==> config.mk <==
export PLATFORM = sky130hd
export DESIGN_NAME = clk_div_ctrl
export DESIGN_NICKNAME = d
export VERILOG_FILES = /design/src/rtl/clk_div_ctrl.sv
export SDC_FILE = /design/constraint.sdc
export NUM_CORES = 1
export LEC_CHECK = 0
export BUFFER_PORTS_ARGS = -buffer_cell sky130_fd_sc_hd__buf_2
export CELL_PAD_IN_SITES_DETAIL_PLACEMENT = 1
export CELL_PAD_IN_SITES_GLOBAL_PLACEMENT = 1
export CORE_UTILIZATION = 47
export DETAILED_ROUTE_END_ITERATION = 7
export HOLD_SLACK_MARGIN = 0.1
export PLACE_DENSITY = 0.83
export SLEW_MARGIN = 20
export SYNTH_ARGS = -nofsm -noshare
export SYNTH_HDL_FRONTEND = slang
export SYNTH_SLANG_ARGS = --single-unit
==> constraint.sdc <==
create_clock -name clk -period 8.5 [get_ports clk]
set_clock_uncertainty 0.15 [all_clocks]
set_input_delay 1.275 -clock clk [delete_from_list [all_inputs] [get_ports clk]]
set_output_delay 1.275 -clock clk [all_outputs]
set_load 0.005 [all_outputs]
==> src/rtl/clk_div_ctrl.sv <==
// ----------------------------------------------------------------------------
// clk_div_ctrl
// Run-time programmable clock-enable scheduler for the divider chain. It
// produces a one-cycle `tick` every div_cur system clocks and a registered
// divided clock `clk_out`. Start/stop sequencing is graceful: a stop request
// lets the current period finish with its tick. Divisor changes made while
// running take effect only at a period boundary, so a period never mixes
// two divisors.
//
// Ports:
//   clk       in   system clock
//   rst       in   synchronous active-high reset
//   start     in   level, requests running
//   stop      in   level, requests a stop at the end of the current period
//   div_load  in   one-cycle strobe, captures div_in (values 0/1 clamp to 2)
//   div_in    in   requested divisor
//   busy      out  high in RUN or STOPPING (decoded from state)
//   tick      out  one-cycle enable pulse per period (decoded from registers)
//   clk_out   out  registered divided clock, high phase first
//   div_cur   out  divisor currently in effect
//   load_ack  out  one-cycle pulse the cycle after a divisor is applied
// ----------------------------------------------------------------------------
module clk_div_ctrl #(
  parameter int unsigned WIDTH       = 16,
  parameter int unsigned DEFAULT_DIV = 2
) (
  input  logic             clk,
  input  logic             rst,
  input  logic             start,
  input  logic             stop,
  input  logic             div_load,
  input  logic [WIDTH-1:0] div_in,
  output logic             busy,
  output logic             tick,
  output logic             clk_out,
  output logic [WIDTH-1:0] div_cur,
  output logic             load_ack
);

  localparam logic [WIDTH-1:0] DIV_RST = WIDTH'(DEFAULT_DIV);
  localparam logic [WIDTH-1:0] DIV_MIN = WIDTH'(2);

  typedef enum logic [1:0] {
    S_IDLE     = 2'd0,
    S_RUN      = 2'd1,
    S_STOPPING = 2'd2
  } state_e;

  state_e           state_q, state_d;
  logic [WIDTH-1:0] cnt_q, cnt_d;
  logic [WIDTH-1:0] div_cur_q, div_cur_d;
  logic [WIDTH-1:0] pend_div_q, pend_div_d;
  logic             pend_valid_q, pend_valid_d;
  logic             clk_out_q, clk_out_d;
  logic             load_ack_q, load_ack_d;

  logic             tick_c;
  logic [WIDTH-1:0] div_clamped_c;

  // Divisors below 2 would make the period/compare meaningless; clamp them.
  assign div_clamped_c = (div_in < DIV_MIN) ? DIV_MIN : div_in;

  // End of period: last count of the current divisor while active.
  // div_cur_q >= 2 always, so the subtraction cannot underflow.
  assign tick_c = (state_q != S_IDLE) && (cnt_q == (div_cur_q - WIDTH'(1)));

  // State and datapath registers.
  always_ff @(posedge clk) begin
    if (rst) begin
      state_q      <= S_IDLE;
      cnt_q        <= '0;
      div_cur_q    <= DIV_RST;
      pend_div_q   <= DIV_RST;
      pend_valid_q <= 1'b0;
      clk_out_q    <= 1'b0;
      load_ack_q   <= 1'b0;
    end else begin
      state_q      <= state_d;
      cnt_q        <= cnt_d;
      div_cur_q    <= div_cur_d;
      pend_div_q   <= pend_div_d;
      pend_valid_q <= pend_valid_d;
      clk_out_q    <= clk_out_d;
      load_ack_q   <= load_ack_d;
    end
  end

  // Next-state logic for start/stop sequencing.
  always_comb begin
    state_d = state_q;
    unique case (state_q)
      S_IDLE: begin
        // start together with stop is treated as "not requested".
        if (start && !stop) state_d = S_RUN;
      end
      S_RUN: begin
        // A stop on the final cycle of a period needs no STOPPING detour.
        if (stop) state_d = tick_c ? S_IDLE : S_STOPPING;
      end
      S_STOPPING: begin
        if (tick_c)                state_d = S_IDLE;
        else if (start && !stop)   state_d = S_RUN;
      end
      default: state_d = S_IDLE;
    endcase
  end

  // Counter, divisor staging, divided clock and load acknowledge.
  always_comb begin
    cnt_d        = cnt_q;
    div_cur_d    = div_cur_q;
    pend_div_d   = pend_div_q;
    pend_valid_d = pend_valid_q;
    load_ack_d   = 1'b0;
    clk_out_d    = 1'b0;

    if (state_q == S_IDLE) begin
      cnt_d = '0;
      // No period in flight: a load takes effect at once, including on the
      // edge that starts running, so the first period uses it.
      if (div_load) begin
        div_cur_d  = div_clamped_c;
        load_ack_d = 1'b1;
      end
    end else begin
      cnt_d = tick_c ? '0 : (cnt_q + WIDTH'(1));
      // Boundary: promote the staged divisor for the period starting now.
      if (tick_c && pend_valid_q) begin
        div_cur_d    = pend_div_q;
        pend_valid_d = 1'b0;
        load_ack_d   = 1'b1;
      end
      // A load on the boundary edge is staged for the following boundary;
      // the value promoted above is the older one.
      if (div_load) begin
        pend_div_d   = div_clamped_c;
        pend_valid_d = 1'b1;
      end
    end

    // High phase first; for odd divisors the high phase is the shorter one.
    if (state_d != S_IDLE) begin
      clk_out_d = (cnt_d < (div_cur_d >> 1));
    end
  end

  assign busy     = (state_q != S_IDLE);
  assign tick     = tick_c;
  assign clk_out  = clk_out_q;
  assign div_cur  = div_cur_q;
  assign load_ack = load_ack_q;

endmodule

======== After elaboration in Yosys (flattened, before gate mapping) ========
Index checks and enable logic that the tools add are counted.
operators by class
  $add $sub $neg .......................... 2
  $lt $le $gt $ge ......................... 2
  equal/unequal tests ..................... 4
  muxes and demuxes ....................... 16
  bitwise operators ....................... 2
  reduce and logical (&&, ||, !) cells .... 13
operator list
  cell                                                                    count
  16-bit two-way mux                                                      6
  16-bit by 1-bit adder with 16-bit output (second input constant)        1
  16-bit equality test                                                    1
  16-bit by 15-bit < comparator with 1-bit output                         1
  16-bit by 2-bit < comparator with 1-bit output (second input constant)  1
  16-bit by 1-bit subtractor with 16-bit output (second input constant)   1
  2-bit two-way mux                                                       4
  2-bit nonzero test                                                      4
  2-bit case mux with 3 select lines                                      1
  2-bit AND reduction                                                     3
  1-bit two-way mux                                                       5
  1-bit logical AND                                                       3
  2-bit by 1-bit equality test with 1-bit output (second input constant)  1
  2-bit equality test (second input constant)                             1
  2-bit logical NOT                                                       1
  2-bit != test (second input constant)                                   1
  1-bit NOT                                                               2
  2-bit OR reduction                                                      1
  1-bit logical NOT                                                       1
word-level totals
  flip-flop bits (word level) ............. 53
  output and inout port bits .............. 20
  logic and storage cells ................. 47

======== Longest topological paths before layout ========
Gate-level depths: netlist of run 1.
  word-level depth ........................ 9
  gate-level depth with buffers ........... 21
  depth with buffers taken out ............ 18

======== Worst setup path after synthesis of run 1 ========
No wires, ideal clock.
  kind .................................... register to register
  start point ............................. register div_cur_q[0] (netlist: div_cur[0])
  end point ............................... register clk_out_q (netlist: clk_out)
  setup time .............................. 59 ps
  arrival ................................. 4100 ps
  setup slack ............................. 4191 ps
  cell stages (with the launch flop) ...... 21
  buffers on the path ..................... 2
  clock period less this slack ............ 4309 ps
  path through ............................ dfxtp_1 -> inv_1 -> ha_1 -> or4b_4 -> or3_1 -> a21o_1 -> a2111oi_2 -> and4bb_1 -> buf_6 -> a31oi_4 -> buf_12 -> a221oi_4 -> ha_1 -> o21a_1 -> o21ai_0 -> a211oi_1 -> o21ai_0 -> o21ai_0 -> or2_2 -> a21oi_1 -> o31a_1
between the ends
  longest elaborated chain between the ends .. 9
  elaborated cells between the ends (all ways) .. 16
  those cells by class .................... add/sub (1); order compare (1); eq/ne (1); mux (8); bitwise (1); reduce/logical (4)
ends and longest elaborated chain
  what                                                                                                     line  source
  start: declaration                                                                                       51    logic [WIDTH-1:0] div_cur_q, div_cur_d;
  start signal: assignment                                                                                 80    div_cur_q <= div_cur_d;
  16-bit by 1-bit subtractor with 16-bit output (*)                                                        65    assign tick_c = (state_q != S_IDLE) && (cnt_q == (div_cur_q - WIDTH'(1)));
  16-bit equality test (*)                                                                                 65
  1-bit logical AND (*)                                                                                    65
  parallel branches: the longest is 6 deep, another holds 16-bit by 15-bit < comparator with 1-bit output  -
  end signal: assignment                                                                                   83    clk_out_q <= clk_out_d;
  end: declaration                                                                                         54    logic clk_out_q, clk_out_d;
Mark *: on every way between the ends. The select of a mux whose other input is x is not followed.
A chain may end at the register's enable or synchronous reset.

======== Final worst setup path of run 1 ========
Same ends and word-level chain as after synthesis.

==> results of run 1 <==
-- final cells by class --
type	count	area, um2
well taps	96	120.1
repair buffers	42	215.2
clock buffers	5	68.82
clock inverters	3	47.55
fillers	875	3187
inverters	10	37.54
multi-input cells	324	2207
flip-flops and latches	53	1061
-- layer usage --
| layer | up-vias | track usage | share of wire |
|---|---|---|---|
| met5 | - | 0 | 0 |
| li1 | 1527 | - | - |
| met1 | 1533 | 0.3589 | 0.44 |
| met2 | 91 | 0.4901 | 0.49 |
| met4 | 0 | 0.1297 | 0.031 |
| met3 | 23 | 0.03959 | 0.044 |
-- kinds of logic (layout without fill, tap and decap cells) --
logic type                 Yosys count  in the layout  share of synthesized area
muxes                                2              2                   0.005802
xor gates and xnor gates            30             30                    0.07614
adders and majority gates           16             16                    0.05801
AOI/OAI and AO/OA                   74             74                     0.1933
buffers and inverters               37             60                    0.05293
and+or+nand+nor                    202            202                     0.3064
DFF                                 53             53                     0.3075
-- flip-flops by register name, summed over array words and instances, names as in the netlist --
signal,flops
clk_out,1
cnt_q,16
div_cur,16
load_ack,1
pend_div_q,16
pend_valid_q,1
state_q,2
-- metrics by stage --
step	total power (W)	cell area (um2)
after floorplan	0.0003511	3451
after global placement	0.0003780	3641
after detailed placement	0.0003844	3641
after CTS	0.0005672	3757
after global routing	0.0005880	3757
final	0.0005652	3757
-- how the worst min path moves through the flow --
stage | from | endpoint | slack (ns) | cells past startpoint
2_1_floorplan | pend_div_q[1] | pend_div_q[1] | 0.28 | 1
3_3_place_gp | pend_div_q[1] | pend_div_q[1] | 0.29 | 1
3_5_place_dp | pend_div_q[6] | pend_div_q[6] | 0.31 | 2
4_1_cts | pend_div_q[6] | pend_div_q[6] | 0.33 | 2
5_1_grt | pend_div_q[6] | pend_div_q[6] | 0.34 | 2
6_report | pend_div_q[6] | pend_div_q[6] | 0.33 | 2
-- worst min-delay path, delay by kind of cell (launching register included) --
family,cells,cell delay (ns)
simple gates,1,0.05
compound gates,1,0.06
flops,1,0.33
-- placed cells by master, fill, tap and decap left out, drive strengths merged, types with 3 or more instances in the layout --
master	netlist	layout
a211oi	5	5
a21o	4	4
a21oi	24	24
a221oi	14	14
and2	3	3
and3	19	19
buf	9	42
clkbuf	18	5
dfxtp	53	53
ha	16	16
inv	9	11
nand2	44	44
nand2b	3	3
nand3	14	14
nand4	8	8
nor2	60	60
nor2b	4	4
nor3	14	14
nor4	8	8
o21ai	10	10
or2	3	3
or3	5	5
or4	5	5
xnor2	17	17
xor2	13	13
-- power by group through the flow --
stage / Combinational, W / Sequential [W] / Clock, W
2_1_floorplan: 0.0000792 / 0.000272 / 0
3_3_place_gp: 0.0000988 / 0.000279 / 0
3_5_place_dp: 0.000104 / 0.000280 / 0
4_1_cts: 0.000106 / 0.000274 / 0.000187
5_1_grt: 0.000116 / 0.000276 / 0.000196
6_report: 0.000106 / 0.000275 / 0.000185
==> summary.txt, run 1 <==
most frequent cells after synthesis = 53 x dfxtp_1, 52 x nor2_1, 44 x nand2_1
core area = 6944 um2
Syn Inst Count = 414
status = completed
reg2reg end = clk_out
Iteration-0 DRC Markers = 136
Die Area = 7689 um2
R2R cell count = 18
Clk pin slew, worst setup/hold paths = 0.11 ns
Vias/cell = 5.955
R2R setup slack = 3.32 ns
Seq/Total Area, Yosys = 0.3075
Final Slew Violations = 0
YS warnings = 0
ant diodes = 0
Avg Inst Size Synth = 8.335 um2
WS Path Type = reg -> reg
RSZ-0062 raised after global routing = false
Peak VDD IR = 0.06815 mV
number of enable flip-flop cells after synthesis = 0
DRC = 0
cell taking the most area after synthesis = dfxtp_1
Synth-to-Final Area Change = 8.883%
synth top area cells = dfxtp_1 31%, a221oi_4 6.1%, ha_1 5.8%
post-cts resize count = 0
minimum clock period = 5.182 ns
setup ws final = 3.318 ns
CP Depth = 18
Hold-fix buffers, CTS = 0
Net Sw Frac = 0.3089
num ports = 41
dominant cell by count in the synthesized netlist = dfxtp_1
final hold viol count = 0
routed via count = 3174
DR WL/cell = 19.35 um
die width = 87.69 um
Die Ht = 87.69 um
largest net degree at the start of global routing = 39
TritonCTS clock tree = built
DRT antenna net count = 0
clk sinks = 53
drt first pass iters = 4
part of the power in registers = 0.486
CP Cell Sequence = inv_1, ha_1, nor4b_2, nand3_1, xor2_1, a211oi_2, and4bb_1, a31oi_4, a221oi_1, ha_1, and4_1, nand4_1, a211oi_1, o21ai_0, o21ai_0, or2_2, a21oi_1, o31a_1
Logic pwr share = 0.187
Critical Path Start Type = register
Period Utilization, post-route = 0.6096
Placement Rows = 30
setup bufs post-CTS = 0
All-Layer GR Usage = 0.2867
synth unique cells = 58
Root Buffer = clkbuf_8
placed cell count = 525
relative slew slack = 0.4701
fin util = 0.5411
syn_nets = 451
Max Root-Sink Buffers = 2
Port-buffer cells = 40
Top FF cell, synth = dfxtp_1
final WL = 10.32 mm
Non-Filler Instances = 533
# H-tree levels = 2
TNS Setup = 0 ns
slowest CP cell = a31oi_4
initial antenna violation count = 0
CP startpoint = div_cur[0]
WHS = 0.3269 ns
CP delay by family, top = compound AO/OA/AOI/OAI gates
Req. time, crit path = 8.57 ns
max_cap viols = 0
CP Max Fanout = 16
pwr/cell area = 150.4 nW/um2
share of layout cells above drive strength 1 = 0.1739
vias in the first global route = 3317
crit path to = clk_out
P_int = 0.0003906 W
FF+latch count, synth = 53
clock share of power = 0.327
top cell type's share of synthesized area = 0.3075
Worst Tran Pin Value = 0.7949 ns
NumNets Final = 473
Hold Crit Class = reg -> reg
CP bufs+invs = 1
Initial Utilization = 0.4969
dpl hpwl = 8.100 mm
slowest stage delay, CP = 0.72 ns
Worst R2R Start = div_cur[0]
static leakage = 1.473 nW
Setup Slack @ Placement = 3.453 ns
Num CTS Buffers = 5
FFs w/ async S/R, synth = 0
latest clock arrival within the worst-skew pair = 0.32 ns
gr ovfl total = 0
final setup violating endpoints = 0
WP data arrival = 5.25 ns
Post-Syn Area = 3451 um2
switching pwr = 0.0001746 W
first-pass GRT wire length = 16.81 mm
max frequency = 0.1930 GHz
Placer Congestion = 0.8831
CP Capture Type = register
No activity file was read; power rests on OpenSTA's default activity.
==> inputs of run 2 (changes only) <==
Settings changed: CORE_UTILIZATION 47 to 40, PLACE_DENSITY 0.83 to 0.75.
Clock period 8.5 ns to 4.2 ns, I/O delays scaled along.
==> run 2 against run 1 <==
Compared with the run above:
- the flow now finishes with violations (setup timing)
- cell area up 11%
- maximum frequency is 19% higher
- sequential share of layout area shrank 2.8 points
- flip-flop and latch count did not move
- register-to-register slack lost 3.5 ns
- clock-buffer cell count increased by 2
- sequential power up 97%
- final cell count up 11%
- highest routed layer unchanged
==> summary.txt, run 2 (same netlist as run 1, synthesis figures left out) <==
# H-tree levels = 2 (unchanged)
WS Path Type = reg -> reg
vias in the first global route = 3486 (+5.1%)
hold_sp = pend_div_q[9]
DRC = 0 (unchanged)
Net Sw Frac = 0.2899 (-0.01903)
clk sinks = 53 (unchanged)
failing checks = setup timing
Placer Congestion = 0.8594 (-2.7%)
dpl hpwl = 8.522 mm (+5.2%)
routed via count = 3320 (+4.6%)
Num CTS Buffers = 5 (unchanged)
Iteration-0 DRC Markers = 113 (-17%)
WP data arrival = 4.46 ns (-0.79 ns)
final hold viol count = 0 (unchanged)
status = complete, but fails checks
Logic pwr share = 0.235 (+0.048)
core area = 8299 um2 (+20%)
final setup violating endpoints = 1 (+1)
first-pass GRT wire length = 17.80 mm (+5.9%)
CP Cell Sequence = inv_1, ha_2, or4b_4, or3_1, a21o_1, a2111oi_2, and4bb_2, a31oi_4, a221oi_2, ha_1, a21o_1, a21oi_1, o21ai_0, o21a_1, o21ai_2, o211ai_1, a21oi_2, o31a_1
max frequency = 0.2299 GHz (+19%)
minimum clock period = 4.349 ns (-0.8328 ns)
ant diodes = 0 (unchanged)
Req. time, crit path = 4.31 ns (-4.26 ns)
Die Area = 9002 um2 (+17%)
R2R setup slack = -0.15 ns (-3.47 ns)
largest net degree at the start of global routing = 39 (unchanged)
Vias/cell = 5.637 (-5.3%)
CP delay by family, top = compound AO/OA/AOI/OAI gates
clock share of power = 0.309 (-0.018)
Peak VDD IR = 0.2174 mV (+220%)
R2R cell count = 18 (unchanged)
TritonCTS clock tree = built
Worst R2R Start = div_cur[0]
Placement Rows = 33 (+10%)
Worst Tran Pin Value = 0.7979 ns (+0.003011 ns)
Die Ht = 94.88 um (+8.2%)
die width = 94.88 um (+8.2%)
Period Utilization, post-route = 1.036 (+0.4259)
NumNets Final = 520 (+9.9%)
All-Layer GR Usage = 0.2593 (-0.02736)
final WL = 10.68 mm (+3.6%)
commonest non-fill, non-tap cell in the layout = nor2_1
Port-buffer cells = 40 (unchanged)
Clk pin slew, worst setup/hold paths = 0.09 ns (-0.02 ns)
slowest CP cell = or4b_4
CP Capture Type = register
max_cap viols = 0 (unchanged)
Critical Path Start Type = register
reg2reg end = clk_out
placed cell count = 579 (+10%)
most frequent cells in the layout = 52 x nor2_1, 51 x dfxtp_1, 47 x buf_4
Root Buffer = clkbuf_8
Synth-to-Final Area Change = 21.39%
drt first pass iters = 4 (unchanged)
setup ws final = -0.1491 ns (-3.467 ns)
initial antenna violation count = 1 (+1)
slowest stage delay, CP = 0.45 ns (-0.27 ns)
CP startpoint = div_cur[0]
gr ovfl total = 0 (unchanged)
pwr/cell area = 284.5 nW/um2 (+89%)
Final Slew Violations = 0 (unchanged)
Initial Utilization = 0.4158 (-0.08114)
static leakage = 1.715 nW (+16%)
num ports = 41 (unchanged)
CP bufs+invs = 1 (unchanged)
part of the power in registers = 0.456 (-0.030)
RSZ-0062 raised after global routing = true
CP Max Fanout = 8 (-8)
switching pwr = 0.0003455 W (+98%)
P_int = 0.0008463 W (+120%)
Hold Crit Class = reg -> reg
relative slew slack = 0.4681 (-0.002007)
CP Depth = 18 (unchanged)
TNS Setup = -0.1491 ns (-0.1491 ns)
Max Root-Sink Buffers = 2 (unchanged)
share of layout cells above drive strength 1 = 0.2748 (+0.1009)
latest clock arrival within the worst-skew pair = 0.31 ns (about the same)
DR WL/cell = 18.14 um (-6.3%)
Non-Filler Instances = 589 (+11%)
DRT antenna net count = 0 (unchanged)
Crit path top cell by count = a21o_1
crit path to = clk_out
run 2: changes by cell type in the layout (fill, tap and decap cells not counted), moves of 2 or more:
cell	delta
dfxtp_1	-2
a221oi_2	+2
o21ai_0	-4
o21ai_2	+2
or2_4	+2
or2_2	-2
inv_6	-2
buf_12	+2
a221oi_1	-2
buf_4	+45
o21ai_1	+2
run 2: repair_timing:
action | in CTS | in global routing
endpoints found under the setup margin | 1 | 1
hold endpoints to repair | 0 | 0
hold buffers | 0 | 0
pin swaps | 5 | 0
gates resized for setup | 8 | 0
buffers inserted | 2 | 0
run 2: worst min-delay path by stage:
stage,endpoint,depth (start not counted),slack (ns)
2_1_floorplan,pend_div_q[1],1,0.28
3_3_place_gp,pend_div_q[1],1,0.29
3_5_place_dp,pend_div_q[9],2,0.30
4_1_cts,pend_div_q[9],2,0.32
5_1_grt,pend_div_q[0],2,0.35
6_report,pend_div_q[9],2,0.31
run 2: power groups by stage:
stage | registers [W] | logic [W] | clock network, W
2_1_floorplan | 0.000550 | 0.000162 | 0
3_3_place_gp | 0.000553 | 0.000265 | 0
3_5_place_dp | 0.000554 | 0.000274 | 0
4_1_cts | 0.000543 | 0.000281 | 0.000373
5_1_grt | 0.000546 | 0.000309 | 0.000389
6_report | 0.000543 | 0.000280 | 0.000368
run 2: worst reg2reg max path, stage by stage, from the launching register on:
cell	delay, ns
dfxtp_4	0.36
inv_1	0.05
ha_2	0.16
or4b_4	0.45
or3_1	0.31
a21o_1	0.18
a2111oi_2	0.27
and4bb_2	0.34
a31oi_4	0.16
a221oi_2	0.36
ha_1	0.30
a21o_1	0.20
a21oi_1	0.17
o21ai_0	0.11
o21a_1	0.18
o21ai_2	0.14
o211ai_1	0.13
a21oi_2	0.12
o31a_1	0.13
run 2: final cells by class:
class                           count  area [um2]
Clock inverter                      1       30.03
Timing Repair Buffer               89       593.1
Clock buffer                        7       86.33
Multi-Input combinational cell    324        2245
Inverter                           10       37.54
Fill cell                        1053        4110
Sequential cell                    53        1066
Tap cell                          105       131.4
run 2: stage by stage:
step | power, W | setup slack [ns] | hold slack (ns) | utilization | instance area, um2
floorplan | 0.0007127 | 0.009540 | 0.2774 | - | 3470
global placement | 0.0008183 | -0.1793 | 0.2894 | 0.4861 | 4034
detailed placement | 0.0008288 | -0.2982 | 0.3028 | 0.4861 | 4034
CTS | 0.001197 | -0.1376 | 0.3153 | 0.5047 | 4189
global route | 0.001244 | -0.4159 | 0.3451 | 0.5047 | 4189
finish | 0.001192 | -0.1491 | 0.3128 | 0.5047 | 4189
run 2: metal layers:
metal | GRT usage | up-vias | routed length, um
li1 | - | 1622 | -
met1 | 0.3288 | 1613 | 4954
met2 | 0.4394 | 59 | 5044
met3 | 0.03543 | 26 | 338
met4 | 0.1061 | 0 | 346
met5 | 0 | - | 0
